File: config.mk
export PLATFORM = sky130hd
export DESIGN_NAME = conv_relu_pool_flat
export DESIGN_NICKNAME = d
export VERILOG_FILES = /design/src/rtl/conv_relu_pool_if.sv /design/src/rtl/conv_relu_pool.sv /design/src/flat_wrapper.sv
export SDC_FILE = /design/constraint.sdc
export NUM_CORES = 1
export LEC_CHECK = 0
export ABC_AREA = 1
export CORE_MARGIN = 2
export CORE_UTILIZATION = 62
export CTS_CLUSTER_DIAMETER = 50
export DETAILED_ROUTE_END_ITERATION = 10
export PLACE_DENSITY = 0.85
export SETUP_SLACK_MARGIN = 0.5
export SLEW_MARGIN = 20
export SYNTH_ARGS = -nofsm -noshare
export SYNTH_HDL_FRONTEND = slang
export SYNTH_SLANG_ARGS = --single-unit
File: constraint.sdc
create_clock -name clk -period 5.75 [get_ports clk]
set_input_delay 1.15 -clock clk [delete_from_list [all_inputs] [get_ports clk]]
set_output_delay 1.15 -clock clk [all_outputs]
set_load 0.01 [all_outputs]
File: src/rtl/conv_relu_pool_if.sv
// Stream bundle between the convolution result port and the pooling stage.
// Carries frame control, the input word stream and the pooled output stream.
interface conv_relu_pool_if #(
    parameter int width = 32,
    parameter int cnt_w = 6
);
    logic             frame_start;
    logic             relu_en;
    logic [width-1:0] in_data;
    logic             in_en;
    logic [width-1:0] out_data;
    logic             out_en;
    logic [cnt_w-1:0] out_row;
    logic [cnt_w-1:0] out_col;
    logic             frame_done;

    modport master (
        output frame_start, relu_en, in_data, in_en,
        input  out_data, out_en, out_row, out_col, frame_done
    );

    modport slave (
        input  frame_start, relu_en, in_data, in_en,
        output out_data, out_en, out_row, out_col, frame_done
    );
endinterface

File: src/rtl/conv_relu_pool.sv
// Optional ReLU followed by 2x2 stride-2 max pooling on a raster-order map.
// Even rows fold pixel pairs into a half-row line buffer; odd rows emit.
module conv_relu_pool #(
    parameter int width    = 32,
    parameter int map_size = 62,
    parameter int cnt_w    = 6
) (
    input logic             clk,
    input logic             rst_n,
    conv_relu_pool_if.slave bus
);
    localparam int half  = map_size / 2;
    localparam int idx_w = (half > 1) ? $clog2(half) : 1;
    localparam logic [cnt_w-1:0] last = cnt_w'(map_size - 1);

    logic [cnt_w-1:0]        col, row, cur_col, cur_row;
    logic [idx_w-1:0]        idx;
    logic                    col_last, row_last;
    logic signed [width-1:0] pair, v, top, m_pv, m_all;
    logic signed [width-1:0] linebuf [half];

    // frame_start makes the current word pixel (0,0) of the new map
    always_comb begin
        cur_col  = bus.frame_start ? '0 : col;
        cur_row  = bus.frame_start ? '0 : row;
        col_last = (cur_col == last);
        row_last = (cur_row == last);
        idx      = idx_w'(cur_col >> 1);
        v        = (bus.relu_en && bus.in_data[width-1]) ? '0 : bus.in_data;
        top      = linebuf[idx];
        m_pv     = (v > pair) ? v : pair;
        m_all    = (top > m_pv) ? top : m_pv;
    end

    always_ff @(posedge clk or negedge rst_n) begin
        if (!rst_n) begin
            col            <= '0;
            row            <= '0;
            pair           <= '0;
            bus.out_data   <= '0;
            bus.out_en     <= 1'b0;
            bus.out_row    <= '0;
            bus.out_col    <= '0;
            bus.frame_done <= 1'b0;
        end else begin
            bus.out_en     <= 1'b0;
            bus.frame_done <= 1'b0;
            col            <= cur_col;
            row            <= cur_row;
            if (bus.frame_start) pair <= '0;
            if (bus.in_en) begin
                col <= col_last ? '0 : cur_col + 1'b1;
                if (col_last) row <= row_last ? '0 : cur_row + 1'b1;
                if (!cur_col[0]) begin
                    pair <= v;
                end else if (cur_row[0]) begin
                    bus.out_data   <= m_all;
                    bus.out_row    <= cur_row >> 1;
                    bus.out_col    <= cur_col >> 1;
                    bus.out_en     <= 1'b1;
                    bus.frame_done <= row_last && col_last;
                end
            end
        end
    end

    // top-row pair maxima, consumed by the matching odd-row window
    always_ff @(posedge clk) begin
        if (bus.in_en && cur_col[0] && !cur_row[0]) linebuf[idx] <= m_pv;
    end
endmodule

File: src/flat_wrapper.sv
// flat-port wrapper written by rule: the top's interface ports become plain ports
module conv_relu_pool_flat 
#(
    parameter int width    = 32,
    parameter int map_size = 62,
    parameter int cnt_w    = 6
)
  (clk, rst_n, bus_frame_start, bus_relu_en, bus_in_data, bus_in_en, bus_out_data, bus_out_en, bus_out_row, bus_out_col, bus_frame_done);
  conv_relu_pool_if #(.width(width), .cnt_w(cnt_w)) bus_i ();
  input logic clk;
  input logic rst_n;
  input wire logic [$bits(bus_i.frame_start)-1:0] bus_frame_start;
  input wire logic [$bits(bus_i.relu_en)-1:0] bus_relu_en;
  input wire logic [$bits(bus_i.in_data)-1:0] bus_in_data;
  input wire logic [$bits(bus_i.in_en)-1:0] bus_in_en;
  output wire logic [$bits(bus_i.out_data)-1:0] bus_out_data;
  output wire logic [$bits(bus_i.out_en)-1:0] bus_out_en;
  output wire logic [$bits(bus_i.out_row)-1:0] bus_out_row;
  output wire logic [$bits(bus_i.out_col)-1:0] bus_out_col;
  output wire logic [$bits(bus_i.frame_done)-1:0] bus_frame_done;
  assign bus_i.frame_start = bus_frame_start;
  assign bus_i.relu_en = bus_relu_en;
  assign bus_i.in_data = bus_in_data;
  assign bus_i.in_en = bus_in_en;
  assign bus_out_data = bus_i.out_data;
  assign bus_out_en = bus_i.out_en;
  assign bus_out_row = bus_i.out_row;
  assign bus_out_col = bus_i.out_col;
  assign bus_frame_done = bus_i.frame_done;
  conv_relu_pool #(.width(width), .map_size(map_size), .cnt_w(cnt_w)) u_core (.clk(clk), .rst_n(rst_n), .bus(bus_i));
endmodule
==> results.toml <==
[run_status]
status = "finished, final reports clean"

[power_and_ir_drop]
powerDensity_mw_per_mm2 = 343
leakage_nw = 19.2
p_total_w = 0.0175
ir_drop_mv = 0.283

[setup_path]
cp.required_ns = 6.31
crit_slowest_cell = "ha_1"
cp_max_fo = 8
critPathKind = "in2reg"
critPathCaptureType = "flip-flop"
crit_arrival_ns = 5.67
start_kind = "primary input"
critPathMaxStageDelay_ns = 0.37
crit_top_cell = "nand2_1"

[clock_tree]
cts.path.max_buffers = 3
clkSlewWorstSetupHoldPaths_ns = 0.06
cts_tree = "yes"
ctsRootBufferMaster = "clkbuf_16"
holdBufCountCts = 0
cts_made_buffers = 104
clock_latency_ns = 0.68
htreeDepth = 3
cts.sinks = 1080

[global_route]
grt-ovfl-total = 0
grt_pass1_wl_um = 182000
grt_max_degree = 94
antenna_found_initial = 0
grt_pass1_vias = 30904
grt_usage = 0.333

[drt]
ant_nets = 0
drc_errors = 0
vias = 31520
drt_first_pass_iters = 6
vias_per_cell = 6.64
route.detailed.wl_per_inst_um = 26.7
totalWireLength_um = 127000
drtIter0Drc = 5300

[finish]
drive_gt1_frac = 0.115
fin_nets = 3831
nFillCells = 3951
multi_input_area_sq_mm = 0.0109
seqCellArea_sq_mm = 0.0320
synthToLayoutAreaGrowth_pct = 15.8

[placement]
dp_hpwl_um = 69700
gp_congestion = 0.910
port_buffers = 80

[synth]
synth_seq_area_share = 0.728
synth_cells = 3529
ys_warn_count = 0
synth_cell_types = 35
ys_ff_latch = 1080
synth.cell_area_sq_mm = 0.0440
synth.avg_cell_area_sq_um = 12.5

[die]
die_area_sq_mm = 0.0731
fp-row-count = 97
initial_core_util = 0.627
top_level_ports = 83
dieWidth_um = 270
die_y_um = 270
core_sq_mm = 0.0701

[sta]
fin_tns_setup_ns = 0
min_period_over_period = 0.889
finalCriticalPeriod_ns = 5.11
clock-skew-final_ns = 0.0219
hold_viol = 0
worstMarginPinSlew_ns = 0.987
rsz0062_at_grt = "no"
final-setup-viol-count = 0
max_slew_margin = 0.340
slew_violations = 0
fmax_ghz = 0.196

[job]
maxCapViolCount = 0

[hold_path]
hp-class = "in2async"
==> cell type report <==
class / instances / area share
clock buffer: 127 / 0.0528
multi-input combinational: 2090 / 0.214
sequential: 1080 / 0.629
tap: 940 / 0.0231
antenna: 1 / 0.0000492
clock inverter: 57 / 0.0115
inverter: 185 / 0.0138
timing repair buffer: 265 / 0.0562
==> layout by cell type, fill, tap and decap left out, types with 3 or more instances in the layout <==
master	synthesis	routed
o21ai_0	50	48
nand2_1	1097	1071
nand4_1	80	80
buf_6	8	6
nand3_2	0	3
clkbuf_16	0	110
a21oi_1	71	67
clkbuf_1	63	23
inv_6	0	5
edfxtp_1	992	992
bufinv_16	0	9
nor2_1	197	155
ha_1	68	65
nor2_2	7	14
a21oi_2	0	4
dfrtp_1	88	88
clkinvlp_4	0	6
a22oi_1	345	345
nor2_4	3	38
clkinv_4	0	3
inv_1	178	177
buf_4	12	128
clkdlybuf4s50_1	0	77
buf_12	0	43
inv_2	6	6
clkinv_1	0	15
nor3_1	9	8
nand2_2	1	25
ha_4	0	3
o21a_1	3	3
clkinv_8	0	3
nand2_4	2	4
clkinv_2	0	15
nand3_1	141	136
==> worst max-delay path, delay by kind of cell <==
| kind | cells | cell delay, ns |
|---|---|---|
| simple gates | 25 | 2.81 |
| fa+ha+maj | 2 | 0.70 |
| buf+inv | 7 | 1.01 |
==> final timing paths <==
check                                                      end  slack (ns)  cells after the start                               start
min in group clk            u_core.bus.out_data[6]$_DFFE_PN0P_        0.49                      2  u_core.bus.out_data[6]$_DFFE_PN0P_
max                        u_core.bus.out_data[16]$_DFFE_PN0P_        0.64                     34                         bus_relu_en
min                        u_core.bus.out_data[27]$_DFFE_PN0P_        0.44                      1                               rst_n
max in group asynchronous              u_core.row[2]$_DFF_PN0_        4.22                      2                               rst_n
max reg2reg                u_core.bus.out_data[16]$_DFFE_PN0P_        1.13                     25             u_core.col[1]$_DFF_PN0_
min reg2reg                 u_core.bus.out_data[6]$_DFFE_PN0P_        0.49                      2  u_core.bus.out_data[6]$_DFFE_PN0P_
==> registers in the layout, indices dropped and copies added, names as in the netlist <==
register and cells:
u_core.linebuf 992, u_core.col 6, u_core.bus.out_col 5, u_core.row 6, u_core.pair 32, u_core.bus.out_row 5
u_core.bus.out_en 1, u_core.bus.frame_done 1, u_core.bus.out_data 32
==> synth_stat cells <==
| cell | count | area share |
|---|---|---|
| o221ai_1 | 1 | 0.00020 |
| edfxtp_1 | 992 | 0.68 |
| buf_4 | 12 | 0.0020 |
| a21boi_0 | 1 | 0.00017 |
| o22ai_1 | 1 | 0.00014 |
| buf_6 | 8 | 0.0020 |
| inv_1 | 178 | 0.015 |
| nor3b_1 | 2 | 0.00034 |
| inv_4 | 1 | 0.00014 |
| nor3_2 | 2 | 0.00046 |
| conb_1 | 1 | 0.000085 |
| nor2_1 | 197 | 0.017 |
| a21oi_1 | 71 | 0.0081 |
| o21a_1 | 3 | 0.00051 |
| nand2_4 | 2 | 0.00051 |
| o21ai_0 | 50 | 0.0057 |
| a21o_1 | 1 | 0.00017 |
| nand2_2 | 1 | 0.00014 |
| nor2_4 | 3 | 0.00077 |
| ha_1 | 68 | 0.019 |
| dfrtp_1 | 88 | 0.050 |
| o31ai_1 | 2 | 0.00034 |
| buf_1 | 3 | 0.00026 |
| a22oi_1 | 345 | 0.059 |
| nor2_8 | 1 | 0.00046 |
| nand2_1 | 1097 | 0.094 |
| inv_2 | 6 | 0.00051 |
| nand4_1 | 80 | 0.011 |
| clkbuf_1 | 63 | 0.0054 |
| a221oi_1 | 1 | 0.00020 |
| nor4_1 | 2 | 0.00028 |
| nand3_1 | 141 | 0.016 |
| nor3_1 | 9 | 0.0010 |
| buf_2 | 89 | 0.010 |
| nor2_2 | 7 | 0.0010 |
==> timing repair <==
item,CTS,global route
resized for setup,0,50
endpoints found under the setup margin,0,32
buffers inserted,0,18
==> where the power goes <==
| part | internal, W | switching [W] |
|---|---|---|
| sequential | 0.00894 | 0.0000428 |
| clock | 0.00374 | 0.00293 |
| combinational | 0.000569 | 0.00123 |
| total | 0.0132 | 0.00421 |
==> routing by layer <==
| metal | share of wire | vias up | global-route usage | routed length (um) |
|---|---|---|---|---|
| met5 | 0 | - | 0 | 0 |
| met4 | 0.072 | 0 | 0.202 | 9140 |
| met3 | 0.13 | 699 | 0.0770 | 17000 |
| met2 | 0.47 | 2827 | 0.543 | 60100 |
| met1 | 0.32 | 15009 | 0.407 | 40500 |
| li1 | - | 12985 | - | - |
==> logic make-up after synthesis <==
logic type                 share of synthesized area
buffers and inverters                         0.0357
adders and majority gates                     0.0194
DFF                                            0.728
and+or+nand+nor                                0.143
other                                      0.0000853
AOI/OAI and AO/OA                             0.0744
==> through the flow <==
stage / cell area (sq um) / setup WS, ns / hold WS (ns) / std cells / utilization
2_1_floorplan: 44000 / 0.501 / 0.499 / 3530 / -
3_3_place_gp: 47100 / 0.287 / 0.468 / 4534 / 0.671
3_5_place_dp: 47100 / 0.0387 / 0.466 / 4534 / 0.671
4_1_cts: 50400 / 0.595 / 0.444 / 4718 / 0.718
5_1_grt: 50900 / 0.452 / 0.469 / 4744 / 0.725
6_report: 50900 / 0.640 / 0.445 / 4745 / 0.726
Power figures use the tool's default switching activity.
